===== config.mk =====
export PLATFORM = sky130hd
export DESIGN_NAME = shift_unit
export DESIGN_NICKNAME = d
export VERILOG_FILES = /design/src/rtl/shift_pkg.sv /design/src/rtl/right_shifter.sv /design/src/rtl/shift_unit.sv
export SDC_FILE = /design/constraint.sdc
export NUM_CORES = 1
export LEC_CHECK = 0
export CAP_MARGIN = 10
export CORE_MARGIN = 2
export CORE_UTILIZATION = 46
export CTS_BUF_LIST = sky130_fd_sc_hd__clkbuf_8
export DETAILED_ROUTE_END_ITERATION = 8
export PLACE_DENSITY = 0.76
export REMOVE_ABC_BUFFERS = 1
export SETUP_SLACK_MARGIN = 0.15
export SKIP_LAST_GASP = 1
export SLEW_MARGIN = 20
export SYNTH_ARGS = -nofsm -noshare
export SYNTH_HDL_FRONTEND = slang
export SYNTH_SLANG_ARGS = --single-unit
export TNS_END_PERCENT = 50

===== constraint.sdc =====
create_clock -name clk -period 3.59 [get_ports clk]
set_input_delay 0.718 -clock clk [delete_from_list [all_inputs] [get_ports clk]]
set_output_delay 0.718 -clock clk [all_outputs]
set_load 0.05 [all_outputs]

===== src/rtl/shift_pkg.sv =====
// Shared definitions for the shift unit: op encodings and the bit-reversal helper.
package shift_pkg;

  localparam logic [1:0] OP_SRL = 2'b00;
  localparam logic [1:0] OP_SRA = 2'b01;
  localparam logic [1:0] OP_SLL = 2'b10;

  // Widest datapath the bit-reversal helper supports. Callers zero-extend
  // their operand to this width and truncate the result back down.
  localparam int BITREV_MAX = 64;

  // Reverse the low 'width' bits of v. Bits at and above 'width' come back 0.
  function automatic logic [BITREV_MAX-1:0] bitreverse(
    input logic [BITREV_MAX-1:0] v,
    input int                    width
  );
    logic [BITREV_MAX-1:0] r;
    r = '0;
    for (int i = 0; i < BITREV_MAX; i++) begin
      if (i < width) begin
        r[i] = v[width-1-i];
      end else begin
        r[i] = 1'b0;
      end
    end
    return r;
  endfunction

endpackage


===== src/rtl/right_shifter.sv =====
// Combinational logarithmic right shifter (logical, zero fill).
module right_shifter #(
  parameter int WIDTH = 32,
  parameter int LEVEL = $clog2(WIDTH)
) (
  input  logic [WIDTH-1:0] data,
  input  logic [LEVEL-1:0] amt,
  output logic [WIDTH-1:0] result
);

  // stage[l] holds the operand after shift-amount bits 0..l-1 were applied.
  logic [WIDTH-1:0] stage [LEVEL+1];

  assign stage[0] = data;

  for (genvar l = 0; l < LEVEL; l++) begin : g_level
    assign stage[l+1] = amt[l] ? (stage[l] >> (1 << l)) : stage[l];
  end

  assign result = stage[LEVEL];

endmodule


===== src/rtl/shift_unit.sv =====
// Two-stage pipelined shift unit (SRL / SRA / SLL) with N/Z/err flags and a
// valid/ready handshake. SLL and SRA reuse the right shifter: SLL reverses the
// operand before and the result after; SRA ORs in a sign-fill mask. WIDTH must
// be a power of two between 4 and 64.
module shift_unit
  import shift_pkg::*;
#(
  parameter  int WIDTH = 32,
  localparam int LEVEL = $clog2(WIDTH)
) (
  input  logic             clk,
  input  logic             rst_n,
  input  logic             in_valid,
  output logic             in_ready,
  input  logic [1:0]       op,
  input  logic [WIDTH-1:0] a,
  input  logic [LEVEL-1:0] amt,
  output logic             out_valid,
  input  logic             out_ready,
  output logic [WIDTH-1:0] y,
  output logic             n,
  output logic             z,
  output logic             err
);

  localparam logic [WIDTH-1:0] ALL_ONES = '1;

  // Stage 1 state
  logic             s1_valid;
  logic [1:0]       s1_op;
  logic [LEVEL-1:0] s1_amt;
  logic [WIDTH-1:0] s1_a;
  logic             s1_sign;

  // Stage 2 valid; the S2 data registers are the outputs themselves
  logic             s2_valid;

  // Handshake and datapath nets
  logic             s2_load;
  logic             accept;
  logic [WIDTH-1:0] a_eff;
  logic             sign_in;
  logic [WIDTH-1:0] shifted;
  logic [WIDTH-1:0] mask;
  logic [WIDTH-1:0] res;
  logic             res_err;

  assign s2_load   = s1_valid && (!s2_valid || out_ready);
  assign in_ready  = !s1_valid || s2_load;
  assign accept    = in_valid && in_ready;
  assign out_valid = s2_valid;

  // Prepare the stage-1 operand: reverse for SLL, capture sign only for SRA.
  always_comb begin
    a_eff   = a;
    sign_in = 1'b0;
    if (op == OP_SLL) begin
      a_eff = WIDTH'(bitreverse(BITREV_MAX'(a), WIDTH));
    end else begin
      a_eff = a;
    end
    if (op == OP_SRA) begin
      sign_in = a[WIDTH-1];
    end else begin
      sign_in = 1'b0;
    end
  end

  right_shifter #(.WIDTH(WIDTH), .LEVEL(LEVEL)) u_data_shift (
    .data   (s1_a),
    .amt    (s1_amt),
    .result (shifted)
  );

  // Shifting all-ones leaves zeros exactly where the sign fill must go.
  right_shifter #(.WIDTH(WIDTH), .LEVEL(LEVEL)) u_mask_shift (
    .data   (ALL_ONES),
    .amt    (s1_amt),
    .result (mask)
  );

  // Form the final result and error flag from the stage-1 contents.
  always_comb begin
    res     = '0;
    res_err = 1'b0;
    case (s1_op)
      OP_SRL: res = shifted;
      OP_SRA: res = shifted | (s1_sign ? ~mask : '0);
      OP_SLL: res = WIDTH'(bitreverse(BITREV_MAX'(shifted), WIDTH));
      default: begin
        res     = '0;
        res_err = 1'b1;
      end
    endcase
  end

  // Stage 1: load on acceptance, empty when its entry moves on, else hold.
  always_ff @(posedge clk or negedge rst_n) begin
    if (!rst_n) begin
      s1_valid <= 1'b0;
      s1_op    <= 2'b00;
      s1_amt   <= '0;
      s1_a     <= '0;
      s1_sign  <= 1'b0;
    end else if (accept) begin
      s1_valid <= 1'b1;
      s1_op    <= op;
      s1_amt   <= amt;
      s1_a     <= a_eff;
      s1_sign  <= sign_in;
    end else if (s2_load) begin
      s1_valid <= 1'b0;
    end else begin
      s1_valid <= s1_valid;
    end
  end

  // Stage 2: load from S1 when free or being drained, clear when taken, else hold stable.
  always_ff @(posedge clk or negedge rst_n) begin
    if (!rst_n) begin
      s2_valid <= 1'b0;
      y        <= '0;
      n        <= 1'b0;
      z        <= 1'b0;
      err      <= 1'b0;
    end else if (s2_load) begin
      s2_valid <= 1'b1;
      y        <= res;
      n        <= res[WIDTH-1];
      z        <= (res == '0);
      err      <= res_err;
    end else if (out_ready) begin
      s2_valid <= 1'b0;
    end else begin
      s2_valid <= s2_valid;
    end
  end

endmodule


# --- After elaboration in Yosys (flattened, before gate mapping) ---
# Index checks and enable logic that the tools add are counted.
totals:
  out_inout_bits: 37
  ff_bits: 77
  latch_bits: 0
  inputBits: 43
  romBits: 0
  memories: 0
  elab_cells: 46
  ram_bits: 0
classes:
  n_reduce_logical: 11
  n_eq_ne: 4
  mul: 0
  n_lt_le_gt_ge: 0
  add_sub_neg: 0
  n_mux: 19
  div: 0
  shift: 0
  bitwise: 2
op_table:
  columns: ["operator", "n"]
  rows:
  - ["$mux W32", 12]
  - ["$pmux W32 S3", 1]
  - ["$logic_not A32 Y1", 1]
  - ["$not A32 Y32", 1]
  - ["$or A32 B32 Y32", 1]
  - ["$mux W1", 6]
  - ["$eq A2 B1 Y1 const B", 2]
  - ["$eq A2 B2 Y1 const B", 2]
  - ["$reduce_bool A2 Y1", 2]
  - ["$reduce_or A3 Y1", 1]
  - ["$logic_and A1 B1 Y1", 2]
  - ["$logic_not A1 Y1", 2]
  - ["$logic_not A2 Y1", 1]
  - ["$logic_or A1 B1 Y1", 2]

# --- Longest topological paths before layout ---
# Gate-level depths: netlist of run 1.
logic_depth:
  depth_word: 10
  depth_mapped: 14
  ltp_nobuf: 9

# --- Modules after synthesis ---
# Synthesis of run 1 repeated with hierarchy kept, for this count alone.
hier_totals:
  cells_unflattened: 785
  hier_area_um2: 7529.7
by_module_without_submodules:
  columns: ["mod", "instances", "seq_area_each_um2", "area_per_inst_um2", "cells_each"]
  rows:
  - ["shift_unit", 1, 1901.8, 3973.8, 401]
  - ["right_shifter", 2, 0.0, 1778.0, 192]

# --- Least setup slack after synthesis of run 1 ---
# No wires, ideal clock.
synth_timing:
  kind: "register to register"
  start: "register s1_amt[1]"
  end: "register z"
  path_stages_with_launch: 11
  path_slack_ns: 0.936
  synth_period_minus_slack_ns: 2.654
  setup_ns: 0.067
  required_time_ns: 3.523
  arrival_time_ns: 2.587
  n_path_buf: 1
  path_cell_list: "dfrtp_1 > buf_6 > mux4_2 > mux2_4 > a22o_1 > o31a_1 > nor4b_2 > nand4_1 > nor4_1 > nand4_1 > nand2_1"
synth_via:
  elab_chain_len: 9
  elab_cells_between_ends: 13
  cone_classes: "mux (10); bitwise (2); reduce/logical (1)"
synth_rtl:
  columns: ["item", "line_no", "source"]
  rows:
  - ["from (decl)", "shift_unit.sv:31", "logic [LEVEL-1:0] s1_amt;"]
  - ["from (signal assigned)", "shift_unit.sv:108", "s1_amt <= amt;"]
  - ["$mux W32 (4 in series)", "right_shifter.sv:17", "assign stage[l+1] = amt[l] ? (stage[l] >> (1 << l)) : stage[l];"]
  - ["$not A32 Y32", "shift_unit.sv:88", "OP_SRA: res = shifted | (s1_sign ? ~mask : '0);"]
  - ["$mux W32", "shift_unit.sv:88", null]
  - ["$or A32 B32 Y32", "shift_unit.sv:88", null]
  - ["$pmux W32 S3 *", "shift_unit.sv:86", "case (s1_op)"]
  - ["$logic_not A32 Y1 *", "shift_unit.sv:130", "z <= (res == '0);"]
  - ["to (signal assigned)", "shift_unit.sv:130", null]
  - ["to (decl)", "shift_unit.sv:22", "output logic z,"]
# Every way passes the cells marked *; elsewhere a longest branch is shown, timed or not.
# A chain may end at the register's enable or synchronous reset.

# --- Worst setup path in the final report of run 1 ---
# Ends and elaborated chain as after synthesis.

==> flow_results.org, run 1 <==
** Drt
- In this run the remaining antenna-violating nets after routing total 0.
- Detail-routed net length per standard cell :: 24.0 um
- After the first detailed-routing iteration, the DRC count stood at roughly 650.
- Remaining design rule violation count :: 0
- The routed design has 23500 um of wire.
- Before antenna repair, the detailed router went through 5 iterations.
- Avg Vias per Cell :: about 6.5
- Summing over every cut layer, the via total after detailed routing is 6378.

** Clocking
- At the later pin of the worst-skew pair, clock insertion delay measures 380 ps.
- Clock Path Buffers :: 2
- Count of instances resized after the clock tree is built :: 0
- The tree is rooted in a sky130_fd_sc_hd__clkbuf_8.
- CTS clk-pin slew, worst paths :: around 80 ps
- In this run the number of H-tree levels came out at 3.
- Sink Count :: 76
- Post-CTS setup buffer count :: 0
- For this design, the CTS-stage hold fixing added 0 buffers.
- TritonCTS built the clock tree.
- Clock buffers created by TritonCTS :: 9

** Logic synthesis
- EDFF count, synth :: 0
- Post-synthesis cell type count :: around 60
- Synthesis handed over a netlist of 713 instances.
- #FFs+latches synth :: between 70 and 80
- The most used flip-flop cell after synthesis is sky130_fd_sc_hd__dfrtp_1.
- After synthesis, flip-flops and latches occupy 29.9% of the total area.
- After synthesis, the share of flip-flops with an asynchronous set or reset is 100%.
- Netlist area before placement :: 6350 um2
- Number of warnings issued by yosys :: 0
- Dividing the synthesized area by the synthesized cell count gives 8.91 um2.

** Setup path
- STA puts the critical path data required time at 3910 ps.
- In this run the worst path has a maximum fanout of 26.
- The worst setup path is captured at a flip-flop.
- STA puts the critical path data arrival time at 3550 ps.
- The critical path is of the flip-flop to flip-flop type.
- The worst setup path is launched from a flip-flop.

** Global route
- Global-route congestion overflow total :: 0
- Entering global routing, the biggest net connects 77 pins.
- Number of antenna violations at the first check in global routing :: 0
- The number of global-route vias before repair was 6322.
- GRT Overall Usage :: 33.2%
- The first global-routing pass estimated around 37000 um of wire.

** Final layout
- Antenna diode count :: 0
- Nets :: between 800 and 900
- Leaving out fill and tap cells, the most frequent cells in the layout are sky130_fd_sc_hd__nand2_1 (87), sky130_fd_sc_hd__mux2i_1 (83), sky130_fd_sc_hd__o21ai_0 (78), sky130_fd_sc_hd__clkdlybuf4s50_1 (78), sky130_fd_sc_hd__dfrtp_1 (73).
- Number of standard cells in the layout, taps in and fillers out :: 979
- Number of filler cells placed in the layout :: 1217
- Leaving out fill and tap cells, the most frequent cell in the layout is sky130_fd_sc_hd__nand2_1.
- Layout-stage area growth over the synthesis result :: 22.1%
- FF+latch area :: 1910 um2
- In the final layout, the share of cells above drive strength 1 is around 19%.
- Area of combinational cells with multiple inputs :: 4120 um2

** Floorplan
- DIE HEIGHT :: 122 um
- Number of placed I/O pins :: 80
- Once the floorplan was initialized, standard cells occupied between 40% and 50% of the core.
- The die is ~120 um wide.
- The total area inside the core boundary comes to 13300 um2.
- Cell row count :: 42
- The floorplan step defined a die boundary enclosing about 15000 um2.

** Run
- Across the run, the number of max-cap violations was 0.

** Power and ir drop
- Summing internal, switching and leakage power gives 4330 uW.
- The worst-case IR drop observed on VDD is 221 uV.
- Leakage :: 0.00322 uW
- For this design the ratio of total power to cell area is ~560 nW/um2.

** STA
- Final sum of negative setup slack :: 0 ps
- Measured against its own limit, the worst slew margin works out to 42.2%.
- Highest attainable clock frequency :: 0.309 GHz
- The worst path needs between 3000 and 4000 ps of the cycle, external delays included.
- Across the routed clock network, the largest skew measured is about 11 ps.
- The number of slew-limit violations in the final report is 0.
- The final hold violation count was 0.
- Setup repair after global routing missed its margin :: no
- Setup violations remaining at the end of the flow were counted as 0.
- Tightest Pin Transition :: approximately 860 ps
- Of the available clock period, the critical path in the final layout requires approximately nine tenths.

** Placed design
- Total placed cells including tap cells :: a little under 1000
- GPL Wtd Cong :: 1.05
- Input and output buffers added on the ports amount to 79.
- Detailed placement finished with a half-perimeter wire length of 18200 um.

** Status
- Run status :: completed

** Worst hold path
- The worst hold path belongs to the class input port to asynchronous set/reset pin.
-- sequential cells by signal, summed over array words and instances, names as in the netlist --
signal     cells
y             32
out_valid      1
s1_amt         5
s1_op          2
s1_sign        1
s1_a          32
s1_valid       1
z              1
err            1
-- kinds of logic (layout without fill, tap and decap cells) --
family | Yosys count | count (layout) | share of synthesized area, %
AOI/OAI and AO/OA | 206 | 206 | 20.6
buffers and inverters | 76 | 166 | 5.24
DFF | 76 | 76 | 29.9
muxes | 141 | 141 | 28.3
and+or+nand+nor | 214 | 214 | 16.0
-- path summary, 6_finish.rpt --
path / depth (start not counted) / slack, ps / startpoint / end
max in group asynchronous: 2 / 2880 / rst_n / s1_amt[1]$_DFFE_PN0P_
setup / recovery: 10 / 350 / s1_amt[1]$_DFFE_PN0P_ / z$_DFFE_PN0P_
min in group clk: 2 / 480 / y[21]$_DFFE_PN0P_ / y[21]$_DFFE_PN0P_
hold / removal: 2 / 310 / rst_n / y[16]$_DFFE_PN0P_
setup reg to reg: 10 / 350 / s1_amt[1]$_DFFE_PN0P_ / z$_DFFE_PN0P_
hold reg to reg: 2 / 480 / y[21]$_DFFE_PN0P_ / y[21]$_DFFE_PN0P_
-- area by class of cell --
| class | instances | area share [%] |
|---|---|---|
| multi-input combinational | 561 | 53.2 |
| sequential | 76 | 24.6 |
| timing repair buffer | 143 | 16.9 |
| tap | 176 | 2.84 |
| clock buffer | 10 | 1.77 |
| clock inverter | 6 | 0.419 |
| inverter | 7 | 0.339 |
-- stage by stage --
stage / area, um2 / hold slack (ps) / worst slack, ps / utilization, %
floorplan: 6050 / 422 / -989 / -
global placement: 7580 / 463 / 226 / 56.8
detailed placement: 7580 / 470 / 272 / 56.8
CTS: 7750 / 354 / 246 / 58.0
global route: 7760 / 372 / 151 / 58.1
finish: 7760 / 310 / 351 / 58.1
-- layer usage --
metal  share of wire (%)  up-vias  GRT usage (%)
met3                 7.8       95           5.64
met2                  47      388           53.5
li1                    -     2862              -
met1                  40     3033           42.2
met5                   0        -              0
met4                 5.9        0           18.8
-- critical path, cell delays in order (launching register included) --
cell	delay (ps)
sky130_fd_sc_hd__dfrtp_4	580
sky130_fd_sc_hd__buf_12	230
sky130_fd_sc_hd__mux2_2	350
sky130_fd_sc_hd__o311ai_1	350
sky130_fd_sc_hd__buf_4	230
sky130_fd_sc_hd__o21ai_0	90
sky130_fd_sc_hd__a31oi_1	350
sky130_fd_sc_hd__o311ai_0	380
sky130_fd_sc_hd__nor4b_1	410
sky130_fd_sc_hd__nand4_1	130
sky130_fd_sc_hd__nand2_1	70
-- synth_stat cells, types with 9 or more instances --
cell	number	area share, %
sky130_fd_sc_hd__a21oi_1	34	2.7
sky130_fd_sc_hd__a22oi_1	11	1.3
sky130_fd_sc_hd__a31oi_1	9	0.89
sky130_fd_sc_hd__buf_2	17	1.3
sky130_fd_sc_hd__clkbuf_1	45	2.7
sky130_fd_sc_hd__dfrtp_1	76	30
sky130_fd_sc_hd__mux2_2	29	5.1
sky130_fd_sc_hd__mux2i_1	83	13
sky130_fd_sc_hd__mux4_2	27	9.6
sky130_fd_sc_hd__nand2_1	88	5.2
sky130_fd_sc_hd__nand2b_1	11	1.1
sky130_fd_sc_hd__nand3_1	20	1.6
sky130_fd_sc_hd__nor2_1	39	2.3
sky130_fd_sc_hd__nor3_1	12	0.95
sky130_fd_sc_hd__o21ai_0	78	6.1
-- power by group --
part           leakage, uW  total [uW]  switching, uW  internal, uW
clock            0.0000907         591            329           262
combinational      0.00218        2470           1480           996
sequential        0.000957        1270            239          1030
Power figures use the tool's default switching activity.
==> run 2: changes to the inputs <==
--- a/config.mk
+++ b/config.mk
@@ -10,7 +10,7 @@
 export CORE_UTILIZATION = 46
 export CTS_BUF_LIST = sky130_fd_sc_hd__clkbuf_8
 export DETAILED_ROUTE_END_ITERATION = 8
-export PLACE_DENSITY = 0.76
+export PLACE_DENSITY_LB_ADDON = 0.3
 export REMOVE_ABC_BUFFERS = 1
 export SETUP_SLACK_MARGIN = 0.15
 export SKIP_LAST_GASP = 1
==> flow_results.org, run 2 (synthesized netlist as in run 1, its figures left out) <==
** Final layout
- The utilization after layout was 58.0% (-0.15 points).
- Relative to the synthesized area, the layout overhead comes to 21.8%.
- The number of antenna diodes came to 0 (unchanged).
- The library cell used most frequently in the layout, excluding fill and tap cells, is sky130_fd_sc_hd__nand2_1.
- Number of filler cells placed in the layout :: 1221 (+0.33%)
- Share of final-layout standard cells stronger than drive strength 1 :: 18.8% (+0.19 points)
- The post-layout instance count excluding filler cells is 976 (-0.31%).
- Leading registers by flop count :: s1_a (32), y (32), s1_amt (5)
- The library cells used most frequently in the layout, excluding fill and tap cells, are sky130_fd_sc_hd__nand2_1 (87), sky130_fd_sc_hd__mux2i_1 (83), sky130_fd_sc_hd__o21ai_0 (78), sky130_fd_sc_hd__clkdlybuf4s50_1 (78), sky130_fd_sc_hd__dfrtp_1 (73).
- The count of nets after finishing was 839 (-0.24%).

** STA
- The final critical-path setup slack is 392 ps (+41.2 ps).
- Tmin final :: 3200 ps (-41.2 ps)
- The tightest hold margin came to 432 ps (+122 ps).
- The number of slew-limit violations in the final report was 0 (unchanged).
- The worst-margin pin slew came to 1040 ps (+186 ps).
- Setup repair after global routing missed its margin :: no
- The total setup violations reported at the end of the flow came to 0 (unchanged).
- The share of the clock period used by the worst path after layout was 89.1% (-1.1 points).
- Worst slew margin :: 30.3% (-12 points)
- The final worst clock skew was 20.3 ps (+9.50 ps).
- The achievable frequency is 0.313 GHz (+1.3%).
- Hold Fails Final Rpt :: 0 (unchanged)

** Clocking
- The number of clock sinks seen by CTS is 76 (unchanged).
- Root buffer cell :: sky130_fd_sc_hd__clkbuf_8
- Clock buffers created by TritonCTS :: 9 (unchanged)
- CTS clk-pin slew, worst paths :: 100 ps (+20 ps)
- TritonCTS built the clock tree.
- Clock latency at the later pin of the worst-skew pair :: 390 ps (about the same)
- The H-tree depth was 3 (unchanged).
- CTS hold repair buffers :: 0 (unchanged)
- The maximum count of clock buffers along a single path was 2 (unchanged).

** Drt
- Number of nets with antenna violations after routing :: 0 (unchanged)
- The DRC marker count from the first detailed-route iteration came to 688 (+6.2%).
- The total vias in the final route was 6442 (+1.0%).
- Detailed-router iteration count before antenna repair :: 6 (+1)
- The routed via count divided by cell count came to 6.60 (+1.3%).
- Wire length reported by the detailed router :: 24200 um (+3.1%)
- Detail-routed net length per standard cell :: 24.8 um (+3.4%)
- The DRC violation count after routing was 0 (unchanged).

** Setup path
- The total buffers and inverters traversed by the critical path came to 1 (-1).
- By startpoint and endpoint, the worst setup path is classified as flip-flop to flip-flop.
- The delay of the slowest cell on the worst path is 560 ps (-20 ps).
- Nature of the critical path startpoint :: flip-flop
- Maximum fanout count along the critical path :: 13 (-50%)
- Traced cell by cell, the critical path runs through buf_6 > mux4_2 > mux2_2 > o22ai_1 > nor3_1 > nor3_1 > nand3_1 > nor4_1 > nand4_1 > nand2_1.
- Data required time of the critical path :: 3900 ps (about the same)
- The arrival time of data at the critical path endpoint came to 3510 ps (-40 ps).
- Largest delay share family, worst path :: simple AND/OR/NAND/NOR gates
- For this design, the slowest cell found on the critical path is sky130_fd_sc_hd__dfrtp_4.
- STA classifies the critical path endpoint as a flip-flop.
- Most numerous cell on the critical path :: sky130_fd_sc_hd__nor3_1

** Floorplan
- The placeable core region is 13300 um2 (unchanged).
- The number of primary I/O pins came to 80 (unchanged).
- DIE HEIGHT :: 122 um (unchanged)
- Width of the die :: 122 um (unchanged)
- The die area is 14800 um2 (unchanged).
- Starting utilization of the core area :: 47.6% (unchanged)
- Cell row count :: 42 (unchanged)

** Global route
- The initial antenna violation count was 0 (unchanged).
- Wire length of the first global-routing pass :: 37100 um (+1.2%)
- The total congestion overflow after global routing is 0 (unchanged).
- The maximum number of pins on one net before global-route repair was 77 (unchanged).
- The number of global-route vias before repair is 6194 (-2.0%).
- GRT Overall Usage :: 33.6% (+0.45 points)

** Power and ir drop
- The power density of the placed cells is 572 nW/um2 (+2.4%).
- VDD IR max :: 272 uV (+23%)
- Sum of internal, switching and leakage power :: 4420 uW (+2.1%)
- Leakage :: 0.00320 uW (-0.60%)

** Status
- Run status :: completed

** Placed design
- The worst setup slack before clock tree synthesis was 196 ps (-76.3 ps).
- Placed wire-length estimate after detailed placement :: 18700 um (+2.7%)
- The final RePlAce weighted congestion is 1.02 (-3.2%).
- The number of port buffers came to 79 (unchanged).
- Total placed cells including tap cells :: 960 (-0.21%)

** Run
- Total of max-cap violations :: 0 (unchanged)

** Worst hold path
- Worst hold path class :: input port to asynchronous set/reset pin
[run 2: final timing paths]
check                                      start                     to  slack, ps  cells past startpoint
setup / recovery           s1_amt[1]$_DFFE_PN0P_          z$_DFFE_PN0P_        390                     10
hold / removal                             rst_n      y[12]$_DFFE_PN0P_        430                      1
setup reg to reg           s1_amt[1]$_DFFE_PN0P_          z$_DFFE_PN0P_        390                     10
hold reg to reg                y[15]$_DFFE_PN0P_      y[15]$_DFFE_PN0P_        480                      2
max in group asynchronous                  rst_n  s1_amt[1]$_DFFE_PN0P_       2370                      1
min in group clk               y[15]$_DFFE_PN0P_      y[15]$_DFFE_PN0P_        480                      2
[run 2: routing by layer]
metal	vias to the layer above	part of all wire, %	GRT usage (%)
li1	2854	-	-
met1	3143	41	44.8
met2	366	47	53.9
met3	79	7.2	4.37
met4	0	5.1	16.9
met5	-	0	0
[run 2: power breakdown]
part,total [uW],internal (uW),switching [uW]
registers,1260,1030,233
logic,2490,986,1510
clock network,669,317,352
total,4420,2330,2090
[run 2: worst reg2reg max path, delay by kind of cell, from the launching register on]
kind | cells | cell delay (ps)
buffers and inverters | 1 | 220
AND/OR/NAND/NOR | 6 | 1220
multiplexers | 2 | 860
AO/OA/AOI/OAI | 1 | 290
flip-flops | 1 | 560
[run 2: timing repair]
action,4_1_cts,5_1_grt
setup endpoints to repair,0,1
setup buffers,0,1
resized for setup,0,3
[run 2: area by class of cell]
| cell class | instances | area [um2] | area share, % |
|---|---|---|---|
| Tap cell | 176 | 220 | 2.85 |
| Multi-Input combinational cell | 561 | 4140 | 53.5 |
| Clock inverter | 6 | 63.8 | 0.825 |
| Inverter | 7 | 26.3 | 0.340 |
| Clock buffer | 9 | 124 | 1.60 |
| Sequential cell | 76 | 1910 | 24.7 |
| Timing Repair Buffer | 141 | 1260 | 16.2 |
[run 2: per-stage QoR]
step / setup TNS (ps) / cell area [um2]
after global placement: 0 / 7520
after detailed placement: 0 / 7520
after global routing: 0 / 7740
after CTS: 0 / 7710
final: 0 / 7740
after floorplan: -10180 / 6050
==> run 3: changes to the inputs <==
--- a/config.mk
+++ b/config.mk
@@ -10,6 +10,7 @@
 export CORE_UTILIZATION = 46
 export CTS_BUF_LIST = sky130_fd_sc_hd__clkbuf_8
 export DETAILED_ROUTE_END_ITERATION = 8
+export GPL_TIMING_DRIVEN = 1
 export PLACE_DENSITY_LB_ADDON = 0.3
 export REMOVE_ABC_BUFFERS = 1
 export SETUP_SLACK_MARGIN = 0.15
==> results of run 3 <==
Same layout as run 2: the final DEF is identical, and so are final timing and power.
